<file path="src/rtl/wbs_kdtree_slave_pkg.sv">
// Shared address map, register offsets, FSM state type and decode select
// bundle for the KD-tree Wishbone slave.
package kdtree_wbs_pkg;

  localparam logic [31:0] ADDR_MASK = 32'hFFFF_0000;

  localparam logic [15:0] WIN_CTRL  = 16'h3000;
  localparam logic [15:0] WIN_QUERY = 16'h3001;
  localparam logic [15:0] WIN_LEAF  = 16'h3002;
  localparam logic [15:0] WIN_BEST  = 16'h3003;
  localparam logic [15:0] WIN_NODE  = 16'h3004;

  localparam logic [7:0] OFF_MODE  = 8'h00;
  localparam logic [7:0] OFF_DEBUG = 8'h04;
  localparam logic [7:0] OFF_DONE  = 8'h08;
  localparam logic [7:0] OFF_START = 8'h0C;
  localparam logic [7:0] OFF_BUSY  = 8'h10;

  typedef enum logic [1:0] {IDLE, ACK, BEST_WAIT, QUERY_WAIT} state_t;

  // One-hot target select; all-zero means an undecoded address.
  typedef struct packed {
    logic mode;
    logic debug;
    logic done;
    logic start;
    logic busy;
    logic query;
    logic leaf;
    logic best;
    logic node;
  } sel_t;

  function automatic logic [15:0] window_of(input logic [31:0] adr);
    return 16'((adr & ADDR_MASK) >> 16);
  endfunction

endpackage

</file>
<file path="src/rtl/wbs_kdtree_slave_if.sv">
// Wishbone classic bus bundle between the management SoC and the KD-tree slave.
interface wbs_kdtree_slave_if;
  logic        wbs_stb_i;
  logic        wbs_cyc_i;
  logic        wbs_we_i;
  logic [3:0]  wbs_sel_i;
  logic [31:0] wbs_adr_i;
  logic [31:0] wbs_dat_i;
  logic        wbs_ack_o;
  logic [31:0] wbs_dat_o;

  modport master (
    output wbs_stb_i, wbs_cyc_i, wbs_we_i, wbs_sel_i, wbs_adr_i, wbs_dat_i,
    input  wbs_ack_o, wbs_dat_o
  );

  modport slave (
    input  wbs_stb_i, wbs_cyc_i, wbs_we_i, wbs_sel_i, wbs_adr_i, wbs_dat_i,
    output wbs_ack_o, wbs_dat_o
  );
endinterface

</file>
<file path="src/rtl/wbs_kdtree_slave_addr_decode.sv">
// Combinational window/offset decode into a one-hot target select.
module wbs_addr_decode
  import kdtree_wbs_pkg::*;
(
  input  logic [15:0] window,
  input  logic [7:0]  offset,
  output sel_t        sel
);

  always_comb begin
    sel = '0;
    case (window)
      WIN_CTRL: begin
        case (offset)
          OFF_MODE:  sel.mode  = 1'b1;
          OFF_DEBUG: sel.debug = 1'b1;
          OFF_DONE:  sel.done  = 1'b1;
          OFF_START: sel.start = 1'b1;
          OFF_BUSY:  sel.busy  = 1'b1;
          default:   ;
        endcase
      end
      WIN_QUERY: sel.query = 1'b1;
      WIN_LEAF:  sel.leaf  = 1'b1;
      WIN_BEST:  sel.best  = 1'b1;
      WIN_NODE:  sel.node  = 1'b1;
      default:   ;
    endcase
  end

endmodule

</file>
<file path="src/rtl/wbs_kdtree_slave.sv">
// Wishbone classic slave for the KD-tree ANN core: address decode, one-cycle
// core-side write strobes, best-array readback and status/control registers.
module wbs_kdtree_slave
  import kdtree_wbs_pkg::*;
#(
  parameter int unsigned DATA_WIDTH = 11,
  parameter int unsigned NODE_AW    = 6,
  parameter int unsigned MEM_AW     = 14
) (
  input  logic                    wb_clk_i,
  input  logic                    rst_n,
  wbs_kdtree_slave_if.slave       wb,
  output logic                    mode_o,
  output logic [31:0]             debug_o,
  output logic                    fsm_start_o,
  input  logic                    fsm_done_i,
  input  logic                    fsm_busy_i,
  output logic                    node_wen_o,
  output logic [NODE_AW-1:0]      node_addr_o,
  output logic [2*DATA_WIDTH-1:0] node_wdata_o,
  output logic                    leaf_wen_o,
  output logic [MEM_AW-1:0]       leaf_addr_o,
  output logic [DATA_WIDTH-1:0]   leaf_wdata_o,
  output logic                    query_wenq_o,
  output logic [DATA_WIDTH-1:0]   query_wdata_o,
  input  logic                    query_wfull_n_i,
  output logic                    best_ren_o,
  output logic [MEM_AW-1:0]       best_addr_o,
  input  logic [DATA_WIDTH-1:0]   best_rdata_i
);

  state_t state, state_n;
  sel_t   sel;
  logic   req;

  logic                    ack_q, ack_n, mode_q, mode_n, done_q, done_n, start_q, start_n;
  logic [31:0]             dat_q, dat_n, debug_q, debug_n;
  logic                    node_wen_q, node_wen_n, leaf_wen_q, leaf_wen_n;
  logic                    enq_q, enq_n, ren_q, ren_n;
  logic [NODE_AW-1:0]      node_addr_q, node_addr_n;
  logic [2*DATA_WIDTH-1:0] node_wdata_q, node_wdata_n;
  logic [MEM_AW-1:0]       leaf_addr_q, leaf_addr_n, best_addr_q, best_addr_n;
  logic [DATA_WIDTH-1:0]   leaf_wdata_q, leaf_wdata_n, qdata_q, qdata_n;

  assign req = wb.wbs_cyc_i & wb.wbs_stb_i;

  wbs_addr_decode u_decode (
    .window (window_of(wb.wbs_adr_i)),
    .offset (wb.wbs_adr_i[7:0]),
    .sel    (sel)
  );

  // Every output is registered so that strobes land in the same cycle as ack
  // and a synchronous reset clears them all on one edge.
  always_comb begin
    state_n      = state;
    ack_n        = 1'b0;
    dat_n        = '0;
    mode_n       = mode_q;
    debug_n      = debug_q;
    done_n       = done_q | fsm_done_i;
    start_n      = 1'b0;
    node_wen_n   = 1'b0;
    node_addr_n  = '0;
    node_wdata_n = '0;
    leaf_wen_n   = 1'b0;
    leaf_addr_n  = '0;
    leaf_wdata_n = '0;
    enq_n        = 1'b0;
    qdata_n      = '0;
    ren_n        = 1'b0;
    best_addr_n  = '0;

    unique case (state)
      IDLE: begin
        if (req) begin
          if (sel.best && !wb.wbs_we_i) begin
            ren_n       = 1'b1;
            best_addr_n = wb.wbs_adr_i[MEM_AW-1:0];
            state_n     = BEST_WAIT;
          end else if (sel.query && wb.wbs_we_i) begin
            if (query_wfull_n_i) begin
              enq_n   = 1'b1;
              qdata_n = wb.wbs_dat_i[DATA_WIDTH-1:0];
              ack_n   = 1'b1;
              state_n = ACK;
            end else begin
              state_n = QUERY_WAIT;
            end
          end else begin
            ack_n   = 1'b1;
            state_n = ACK;
            if (wb.wbs_we_i) begin
              if (sel.node) begin
                node_wen_n   = 1'b1;
                node_addr_n  = wb.wbs_adr_i[NODE_AW-1:0];
                node_wdata_n = wb.wbs_dat_i[2*DATA_WIDTH-1:0];
              end
              if (sel.leaf) begin
                leaf_wen_n   = 1'b1;
                leaf_addr_n  = wb.wbs_adr_i[MEM_AW-1:0];
                leaf_wdata_n = wb.wbs_dat_i[DATA_WIDTH-1:0];
              end
              if (sel.mode && wb.wbs_sel_i[0]) mode_n = wb.wbs_dat_i[0];
              if (sel.debug) begin
                for (int unsigned b = 0; b < 4; b++)
                  if (wb.wbs_sel_i[b]) debug_n[8*b +: 8] = wb.wbs_dat_i[8*b +: 8];
              end
              // A done pulse in the clearing cycle wins over the clear.
              if (sel.done)  done_n  = fsm_done_i;
              if (sel.start) start_n = wb.wbs_dat_i[0] & ~fsm_busy_i;
            end else begin
              if (sel.mode)  dat_n = {31'b0, mode_q};
              if (sel.debug) dat_n = debug_q;
              if (sel.done)  dat_n = {31'b0, done_q};
              if (sel.busy)  dat_n = {31'b0, fsm_busy_i};
            end
          end
        end
      end
      ACK: state_n = IDLE;
      BEST_WAIT: begin
        if (!wb.wbs_cyc_i) begin
          state_n = IDLE;
        end else begin
          ack_n   = 1'b1;
          dat_n   = 32'(best_rdata_i);
          state_n = ACK;
        end
      end
      QUERY_WAIT: begin
        if (!wb.wbs_cyc_i) begin
          state_n = IDLE;
        end else if (query_wfull_n_i) begin
          enq_n   = 1'b1;
          qdata_n = wb.wbs_dat_i[DATA_WIDTH-1:0];
          ack_n   = 1'b1;
          state_n = ACK;
        end
      end
      default: state_n = IDLE;
    endcase
  end

  always_ff @(posedge wb_clk_i) begin
    if (!rst_n) begin
      state        <= IDLE;
      ack_q        <= 1'b0;
      dat_q        <= '0;
      mode_q       <= 1'b0;
      debug_q      <= '0;
      done_q       <= 1'b0;
      start_q      <= 1'b0;
      node_wen_q   <= 1'b0;
      node_addr_q  <= '0;
      node_wdata_q <= '0;
      leaf_wen_q   <= 1'b0;
      leaf_addr_q  <= '0;
      leaf_wdata_q <= '0;
      enq_q        <= 1'b0;
      qdata_q      <= '0;
      ren_q        <= 1'b0;
      best_addr_q  <= '0;
    end else begin
      state        <= state_n;
      ack_q        <= ack_n;
      dat_q        <= dat_n;
      mode_q       <= mode_n;
      debug_q      <= debug_n;
      done_q       <= done_n;
      start_q      <= start_n;
      node_wen_q   <= node_wen_n;
      node_addr_q  <= node_addr_n;
      node_wdata_q <= node_wdata_n;
      leaf_wen_q   <= leaf_wen_n;
      leaf_addr_q  <= leaf_addr_n;
      leaf_wdata_q <= leaf_wdata_n;
      enq_q        <= enq_n;
      qdata_q      <= qdata_n;
      ren_q        <= ren_n;
      best_addr_q  <= best_addr_n;
    end
  end

  assign wb.wbs_ack_o   = ack_q;
  assign wb.wbs_dat_o   = dat_q;
  assign mode_o         = mode_q;
  assign debug_o        = debug_q;
  assign fsm_start_o    = start_q;
  assign node_wen_o     = node_wen_q;
  assign node_addr_o    = node_addr_q;
  assign node_wdata_o   = node_wdata_q;
  assign leaf_wen_o     = leaf_wen_q;
  assign leaf_addr_o    = leaf_addr_q;
  assign leaf_wdata_o   = leaf_wdata_q;
  assign query_wenq_o   = enq_q;
  assign query_wdata_o  = qdata_q;
  assign best_ren_o     = ren_q;
  assign best_addr_o    = best_addr_q;

endmodule

</file>
<file path="src/flat_wrapper.sv">
// flat-port wrapper written by rule: the top's interface ports become plain ports
module wbs_kdtree_slave_flat import kdtree_wbs_pkg::*;
#(
  parameter int unsigned DATA_WIDTH = 11,
  parameter int unsigned NODE_AW    = 6,
  parameter int unsigned MEM_AW     = 14
)
  (wb_clk_i, rst_n, mode_o, debug_o, fsm_start_o, fsm_done_i, fsm_busy_i, node_wen_o, node_addr_o, node_wdata_o, leaf_wen_o, leaf_addr_o, leaf_wdata_o, query_wenq_o, query_wdata_o, query_wfull_n_i, best_ren_o, best_addr_o, best_rdata_i, wb_wbs_stb_i, wb_wbs_cyc_i, wb_wbs_we_i, wb_wbs_sel_i, wb_wbs_adr_i, wb_wbs_dat_i, wb_wbs_ack_o, wb_wbs_dat_o);
  wbs_kdtree_slave_if wb_i ();
  input  logic wb_clk_i;
  input  logic rst_n;
  output logic mode_o;
  output logic [31:0] debug_o;
  output logic fsm_start_o;
  input  logic fsm_done_i;
  input  logic fsm_busy_i;
  output logic node_wen_o;
  output logic [NODE_AW-1:0] node_addr_o;
  output logic [2*DATA_WIDTH-1:0] node_wdata_o;
  output logic leaf_wen_o;
  output logic [MEM_AW-1:0] leaf_addr_o;
  output logic [DATA_WIDTH-1:0] leaf_wdata_o;
  output logic query_wenq_o;
  output logic [DATA_WIDTH-1:0] query_wdata_o;
  input  logic query_wfull_n_i;
  output logic best_ren_o;
  output logic [MEM_AW-1:0] best_addr_o;
  input  logic [DATA_WIDTH-1:0] best_rdata_i;
  input wire logic [$bits(wb_i.wbs_stb_i)-1:0] wb_wbs_stb_i;
  input wire logic [$bits(wb_i.wbs_cyc_i)-1:0] wb_wbs_cyc_i;
  input wire logic [$bits(wb_i.wbs_we_i)-1:0] wb_wbs_we_i;
  input wire logic [$bits(wb_i.wbs_sel_i)-1:0] wb_wbs_sel_i;
  input wire logic [$bits(wb_i.wbs_adr_i)-1:0] wb_wbs_adr_i;
  input wire logic [$bits(wb_i.wbs_dat_i)-1:0] wb_wbs_dat_i;
  output wire logic [$bits(wb_i.wbs_ack_o)-1:0] wb_wbs_ack_o;
  output wire logic [$bits(wb_i.wbs_dat_o)-1:0] wb_wbs_dat_o;
  assign wb_i.wbs_stb_i = wb_wbs_stb_i;
  assign wb_i.wbs_cyc_i = wb_wbs_cyc_i;
  assign wb_i.wbs_we_i = wb_wbs_we_i;
  assign wb_i.wbs_sel_i = wb_wbs_sel_i;
  assign wb_i.wbs_adr_i = wb_wbs_adr_i;
  assign wb_i.wbs_dat_i = wb_wbs_dat_i;
  assign wb_wbs_ack_o = wb_i.wbs_ack_o;
  assign wb_wbs_dat_o = wb_i.wbs_dat_o;
  wbs_kdtree_slave #(.DATA_WIDTH(DATA_WIDTH), .NODE_AW(NODE_AW), .MEM_AW(MEM_AW)) u_core (.wb_clk_i(wb_clk_i), .rst_n(rst_n), .wb(wb_i), .mode_o(mode_o), .debug_o(debug_o), .fsm_start_o(fsm_start_o), .fsm_done_i(fsm_done_i), .fsm_busy_i(fsm_busy_i), .node_wen_o(node_wen_o), .node_addr_o(node_addr_o), .node_wdata_o(node_wdata_o), .leaf_wen_o(leaf_wen_o), .leaf_addr_o(leaf_addr_o), .leaf_wdata_o(leaf_wdata_o), .query_wenq_o(query_wenq_o), .query_wdata_o(query_wdata_o), .query_wfull_n_i(query_wfull_n_i), .best_ren_o(best_ren_o), .best_addr_o(best_addr_o), .best_rdata_i(best_rdata_i));
endmodule
</file>
<file path="config.mk">
export PLATFORM = sky130hd
export DESIGN_NAME = wbs_kdtree_slave_flat
export DESIGN_NICKNAME = d
export VERILOG_FILES = /design/src/rtl/wbs_kdtree_slave_pkg.sv /design/src/rtl/wbs_kdtree_slave_if.sv /design/src/rtl/wbs_kdtree_slave_addr_decode.sv /design/src/rtl/wbs_kdtree_slave.sv /design/src/flat_wrapper.sv
export SDC_FILE = /design/constraint.sdc
export NUM_CORES = 1
export LEC_CHECK = 0
export ABC_AREA = 1
export CAP_MARGIN = 0
export CORE_MARGIN = 5
export CORE_UTILIZATION = 35
export DETAILED_ROUTE_END_ITERATION = 8
export HOLD_SLACK_MARGIN = 0.05
export PLACE_DENSITY = 0.77
export REMOVE_ABC_BUFFERS = 1
export SLEW_MARGIN = 20
export SYNTH_ARGS = -nofsm -noshare
export SYNTH_HDL_FRONTEND = slang
export SYNTH_HIERARCHICAL = 1
export SYNTH_SLANG_ARGS = --single-unit
export TNS_END_PERCENT = 30
</file>
<file path="constraint.sdc">
create_clock -name wb_clk_i -period 2.1 [get_ports wb_clk_i]
set_input_delay 0.63 -clock wb_clk_i [delete_from_list [all_inputs] [get_ports wb_clk_i]]
set_output_delay 0.63 -clock wb_clk_i [all_outputs]
set_load 0.02 [all_outputs]
</file>
### After elaboration in Yosys (flattened, before gate mapping)

Index checks and enable logic that the tools add are counted.

| operators by class | value |
|---|---|
| equal/unequal tests | 14 |
| mux-type cells | 54 |
| bitwise gates (word level) | 13 |
| reduce and logical (&&, ||, !) cells | 18 |

Operators with widths:

| kind | number |
|---|---|
| 32-bit 2-to-1 mux | 7 |
| 16-bit by 14-bit equality test with 1-bit output, second input constant | 5 |
| 11-bit 2-to-1 mux | 6 |
| 32-bit case mux with 2 select lines | 1 |
| 1-bit 2-to-1 mux | 29 |
| 7-bit AND reduction | 4 |
| 11-bit case mux with 2 select lines | 1 |
| 7-bit OR reduction | 3 |
| 8-bit by 4-bit equality test with 1-bit output, second input constant | 2 |
| 2-bit 2-to-1 mux | 6 |
| 1-bit inverter | 10 |
| 8-bit by 3-bit equality test with 1-bit output, second input constant | 1 |
| 8-bit by 5-bit equality test with 1-bit output, second input constant | 1 |
| 8-bit zero test | 1 |
| 2-bit case mux with 4 select lines | 1 |
| 6-bit AND reduction | 1 |
| 6-bit OR reduction | 1 |
| 5-bit 2-to-1 mux | 1 |
| 2-bit equality test, second input constant | 2 |
| 4-bit AND reduction | 1 |
| 1-bit logical AND | 3 |
| 3-bit inequality test, second input constant | 1 |
| 1-bit case mux with 3 select lines | 1 |
| 3-bit AND reduction | 1 |
| other kinds (8) | 9 |

| word-level totals | value |
|---|---|
| register bits | 152 |
| input port bits | 87 |
| output and inout bits | 149 |
| word-level logic and storage cells | 119 |

### Depth between registers and ports, before layout

| logic depth | value |
|---|---|
| depth in word-level cells | 12 |
| depth in mapped cells | 13 |
| gate-level depth less buffers | 12 |

### Hierarchy

Netlist, hierarchy kept.

By module, submodules not included:

| module | instances | cells each | area an instance (µm²) | seq. area each (µm²) |
|---|---|---|---|---|
| wbs_kdtree_slave | 1 | 560 | 4928.5 | 3042.9 |
| wbs_addr_decode | 1 | 59 | 247.7 | 0.0 |

### Worst setup path after synthesis

No wires, ideal clock.

| path | value |
|---|---|
| path type | input-to-reg |
| start point | input wb_wbs_adr_i[27] |
| end point | register u_core.debug_q[16] (netlist: u_core/debug_o[16]) |
| library setup time | 0.116 ns |
| arrival | 1.889 ns |
| data required time | 1.984 ns |
| setup slack | 0.096 ns |
| cell stages on the path | 11 |
| buffers on the path | 1 |
| cells stage by stage | nor2_1 nand2_1 nor2_4 nand2_2 nor2_1 clkbuf_1 nand2_2 nor2_2 inv_2 nor2_1 nor2_1 |

RTL lines:

| item | RTL line | source |
|---|---|---|
| from (decl) | flat_wrapper.sv:33 | `input wire logic [$bits(wb_i.wbs_adr_i)-1:0] wb_wbs_adr_i;` |
| to (signal assigned) | wbs_kdtree_slave.sv:169 | `debug_q <= debug_n;` |
| to (decl) | wbs_kdtree_slave.sv:37 | `logic [31:0] dat_q, dat_n, debug_q, debug_n;` |

==> metrics.txt <==
result of the run=complete, no violations; hold endpoint=u_core/wb.wbs_dat_o[31]; maximum capacitance violations=0; detailed-route wire length per cell=15.05 µm; number of vias in the routed layout=between 4000 and 5000; area share of and/or/nand/nor cells after synthesis=28.31%; Post-DP HPWL=12370 µm; hold buffer count at CTS=0; critical path arrival=2.39 ns; Finish-stage setup viols=0; layout overhead on the synthesized area=68.84%; final net count=slightly below 1000; library cell with the largest summed area after synthesis=sky130_fd_sc_hd__dfxtp_1; Yosys reg bits=about 150; worst hold path depth=2; overflow left after global routing=0; area share of the largest cell type after synthesis=58.79%; Slew HR=between 70% and 80%; global-route usage over all layers=18.08%; Synth Cell Area=just over 5000 µm²; Die Ht=131.6 µm; leading register cell type out of synthesis=sky130_fd_sc_hd__dfxtp_1; main combinational cell family by area after synthesis=simple AND/OR/NAND/NOR gates; worst supply voltage drop on vdd=between 500 and 600 µV; area used by sequential logic in the layout=3043 µm²; top cells by area in the synthesized netlist=sky130_fd_sc_hd__dfxtp_1 (59%), sky130_fd_sc_hd__nor2_1 (12%), sky130_fd_sc_hd__nand2_1 (6.1%); Worst setup EP type=flop; class of the tightest hold or removal check=reg2reg; Power per Cell Area=roughly 700 nW/µm²; Reg2Reg Capture Point=u_core/debug_o[2]; number of flops mapped to enable cells by yosys=0; Syn Area/Cell=around 8.4 µm²; die boundary width=131.6 µm; area of combinational cells with multiple inputs=1779 µm²; post-synthesis mux area share=0%; Starting Density=35.61%; number of placement rows=between 40 and 50; die outline area=17320 µm²; antenna violations before repair=0; RSZ-0062 raised after global routing=true; leakage power figure=3.895 nW; fillcell total=1223; share of flip-flops with an asynchronous set or reset=0%; sequential-to-total area share from yosys stat=58.79%; Initial DRC Count=~220; final worst-path cycle share=a little over nine tenths; detailed-route wire length=16360 µm; maximum operating frequency=489.7 MHz; Reg2Reg Setup Slack=0.47 ns; DRT antenna net count=0; clock tree skew after final layout=0.006358 ns; Core Area=14530 µm²; vias in the first global route=4798; hold violation count in the final report=0; Antenna diodes=0; Commonest cells post-synth=sky130_fd_sc_hd__nor2_1 (166), sky130_fd_sc_hd__dfxtp_1 (152), sky130_fd_sc_hd__nand2_1 (84); share of the synthesized netlist area taken by xor and xnor gates=0%; clock buffers created by TritonCTS=17; IO Pins=236; compound-gate portion of the synthesized area=3.723%; Worst Hold Launch=u_core/debug_o[31]; nature of the critical path startpoint=primary input; worst setup slack after layout=0.05778 ns; TritonCTS Sinks=152; TritonCTS clock tree=yes; Worst Path Required=2.45 ns; clock buffer depth=2; Skew-Pair Late Insertion Delay=0.41 ns; detailed-routing iteration count for the pre-antenna-repair pass=6; worst-case setup slack after placement=-0.4200 ns; count of synthesis-stage warnings from yosys=6; Core Util, Final=60.13%; clock-pin slew reported for the worst setup and hold paths after clock tree synthesis=roughly 0.060 ns; Final Slew Violations=0; share of post-route cells with drive strength above 1=13.84%; start-to-end type of the worst setup path=in2reg; cell count after synthesis=around 620; final weighted congestion of routability-driven global placement=roughly 0.86; H-Tree Level Count=4; number of distinct library cells after synthesis=26; largest net degree at the start of global routing=22; post-route minimum period=a little over 2 ns; global-route wire length before repair=approximately 25000 µm; worst-path maximum fanout=7; DR DRC count=0; per-cell via count in the routed design=4.425; Worst R2R Start=u_core/state[0]; PortBufs=233; most instantiated library cell after synthesis=sky130_fd_sc_hd__nor2_1; slew at the pin closest to its max-slew limit=0.3497 ns; Register-to-Register Path Depth=9; clock root buffer=sky130_fd_sc_hd__clkbuf_16; post-synthesis adder-cell area fraction=0.9669%
[report_power, final]
part | internal, mW | leakage [nW] | switching (mW)
clock | 1.53 | 0.258 | 1.25
sequential | 2.89 | 1.22 | 0.00332
combinational | 0.209 | 2.41 | 0.163
[metal layers]
metal / vias up / global-route usage (%) / wire (µm)
li1: 2419 / - / -
met3: 40 / 5.161 / 898
met5: - / 0 / 0
met4: 0 / 9.429 / 531
met1: 2177 / 19.72 / 6649
met2: 174 / 31.77 / 8277
[worst max-delay path: stages]
cell                              delay, ns
sky130_fd_sc_hd__clkdlybuf4s50_1       0.45
sky130_fd_sc_hd__nand2_1               0.05
sky130_fd_sc_hd__inv_1                 0.04
sky130_fd_sc_hd__nand2_1               0.07
sky130_fd_sc_hd__nor2_4                0.17
sky130_fd_sc_hd__nand2_4               0.09
sky130_fd_sc_hd__nor2_2                0.12
sky130_fd_sc_hd__buf_6                 0.14
sky130_fd_sc_hd__nand2_4               0.07
sky130_fd_sc_hd__nor2_4                0.21
sky130_fd_sc_hd__buf_6                 0.14
sky130_fd_sc_hd__o21ai_0               0.08
sky130_fd_sc_hd__nor2_1                0.11
[timing repair]
action	CTS	global route
pin swaps	0	13
endpoints found under the setup margin	1	50
cloned	0	1
buffers inserted	0	2
gates resized for setup	1	39
endpoints found under the hold margin	0	0
[worst max-delay path by stage]
stage	startpoint	endpoint	slack (ns)	cells past startpoint
finish	wb_wbs_adr_i[28]	u_core/debug_o[2]	0.06	13
global route	wb_wbs_adr_i[28]	u_core/debug_o[2]	-0.06	13
CTS	u_core/mode_o	mode_o	0.002	1
detailed placement	wb_wbs_adr_i[21]	u_core/debug_o[4]	-0.42	13
global placement	wb_wbs_adr_i[23]	u_core/debug_o[0]	-0.39	13
floorplan	wb_wbs_adr_i[27]	u_core/wb.wbs_dat_o[16]	-0.36	7
[state kept, by name, indices dropped and copies added, names as in the netlist]
register and flops:
u_core/debug_o 32, u_core/wb.wbs_dat_o 32, u_core/node_wdata_o 22, u_core/best_addr_o 14
u_core/leaf_addr_o 14, u_core/leaf_wdata_o 11, u_core/query_wdata_o 11, u_core/node_addr_o 6
u_core/state 2, u_core/best_ren_o 1, u_core/done_q 1, u_core/fsm_start_o 1
u_core/leaf_wen_o 1, u_core/mode_o 1, u_core/node_wen_o 1, u_core/query_wenq_o 1
u_core/wb.wbs_ack_o 1
[per-stage QoR]
stage / area [µm²] / cells / power (mW) / hold WS, ns / TNS, ns
2_1_floorplan: 5055 / 596 / 3.056 / 0.4556 / -15.65
5_1_grt: 8740 / 1087 / 6.245 / 0.4761 / -0.1347
6_report: 8740 / 1087 / 6.039 / 0.4606 / 0
3_3_place_gp: 8048 / 1052 / 3.306 / 0.4463 / -30.40
4_1_cts: 8593 / 1084 / 6.087 / 0.4644 / 0
3_5_place_dp: 8048 / 1052 / 3.310 / 0.4516 / -34.67
[layout by cell type (no fill, tap or decap), types with 2 or more instances in the layout]
cell type,instances
sky130_fd_sc_hd__clkdlybuf4s50_1,222
sky130_fd_sc_hd__nor2_1,159
sky130_fd_sc_hd__dfxtp_1,152
sky130_fd_sc_hd__nand2_1,78
sky130_fd_sc_hd__inv_1,75
sky130_fd_sc_hd__buf_4,28
sky130_fd_sc_hd__clkbuf_16,18
sky130_fd_sc_hd__o21ai_0,17
sky130_fd_sc_hd__nor2_4,16
sky130_fd_sc_hd__a21oi_1,15
sky130_fd_sc_hd__nor3_1,13
sky130_fd_sc_hd__nand4_1,12
sky130_fd_sc_hd__buf_12,11
sky130_fd_sc_hd__dlymetal6s2s_1,10
sky130_fd_sc_hd__nor2_2,10
sky130_fd_sc_hd__nand2_2,9
sky130_fd_sc_hd__nor3b_1,8
sky130_fd_sc_hd__clkinv_4,5
sky130_fd_sc_hd__inv_2,5
sky130_fd_sc_hd__nand3_1,5
sky130_fd_sc_hd__clkinvlp_4,4
sky130_fd_sc_hd__nand2_4,4
sky130_fd_sc_hd__o21ai_1,4
sky130_fd_sc_hd__ha_1,4
sky130_fd_sc_hd__inv_6,3
sky130_fd_sc_hd__clkinv_2,2
sky130_fd_sc_hd__nand4_2,2
sky130_fd_sc_hd__buf_6,2
[cell type report]
| cell class | count | share of cell area, % |
|---|---|---|
| clock buffers | 17 | 4.868 |
| clock inverters | 15 | 1.389 |
| inverters | 81 | 3.508 |
| multi-input cells | 363 | 20.36 |
| flip-flops and latches | 152 | 34.82 |
| well taps | 184 | 2.634 |
| repair buffers | 275 | 32.43 |
[cell families after synthesis]
logic type / count (synthesis)
AO/OA/AOI/OAI: 38
adder cells (fa/ha/maj): 4
buffers and inverters: 104
flip-flops: 152
AND/OR/NAND/NOR: 321
(Power assumes the default switching activity.)
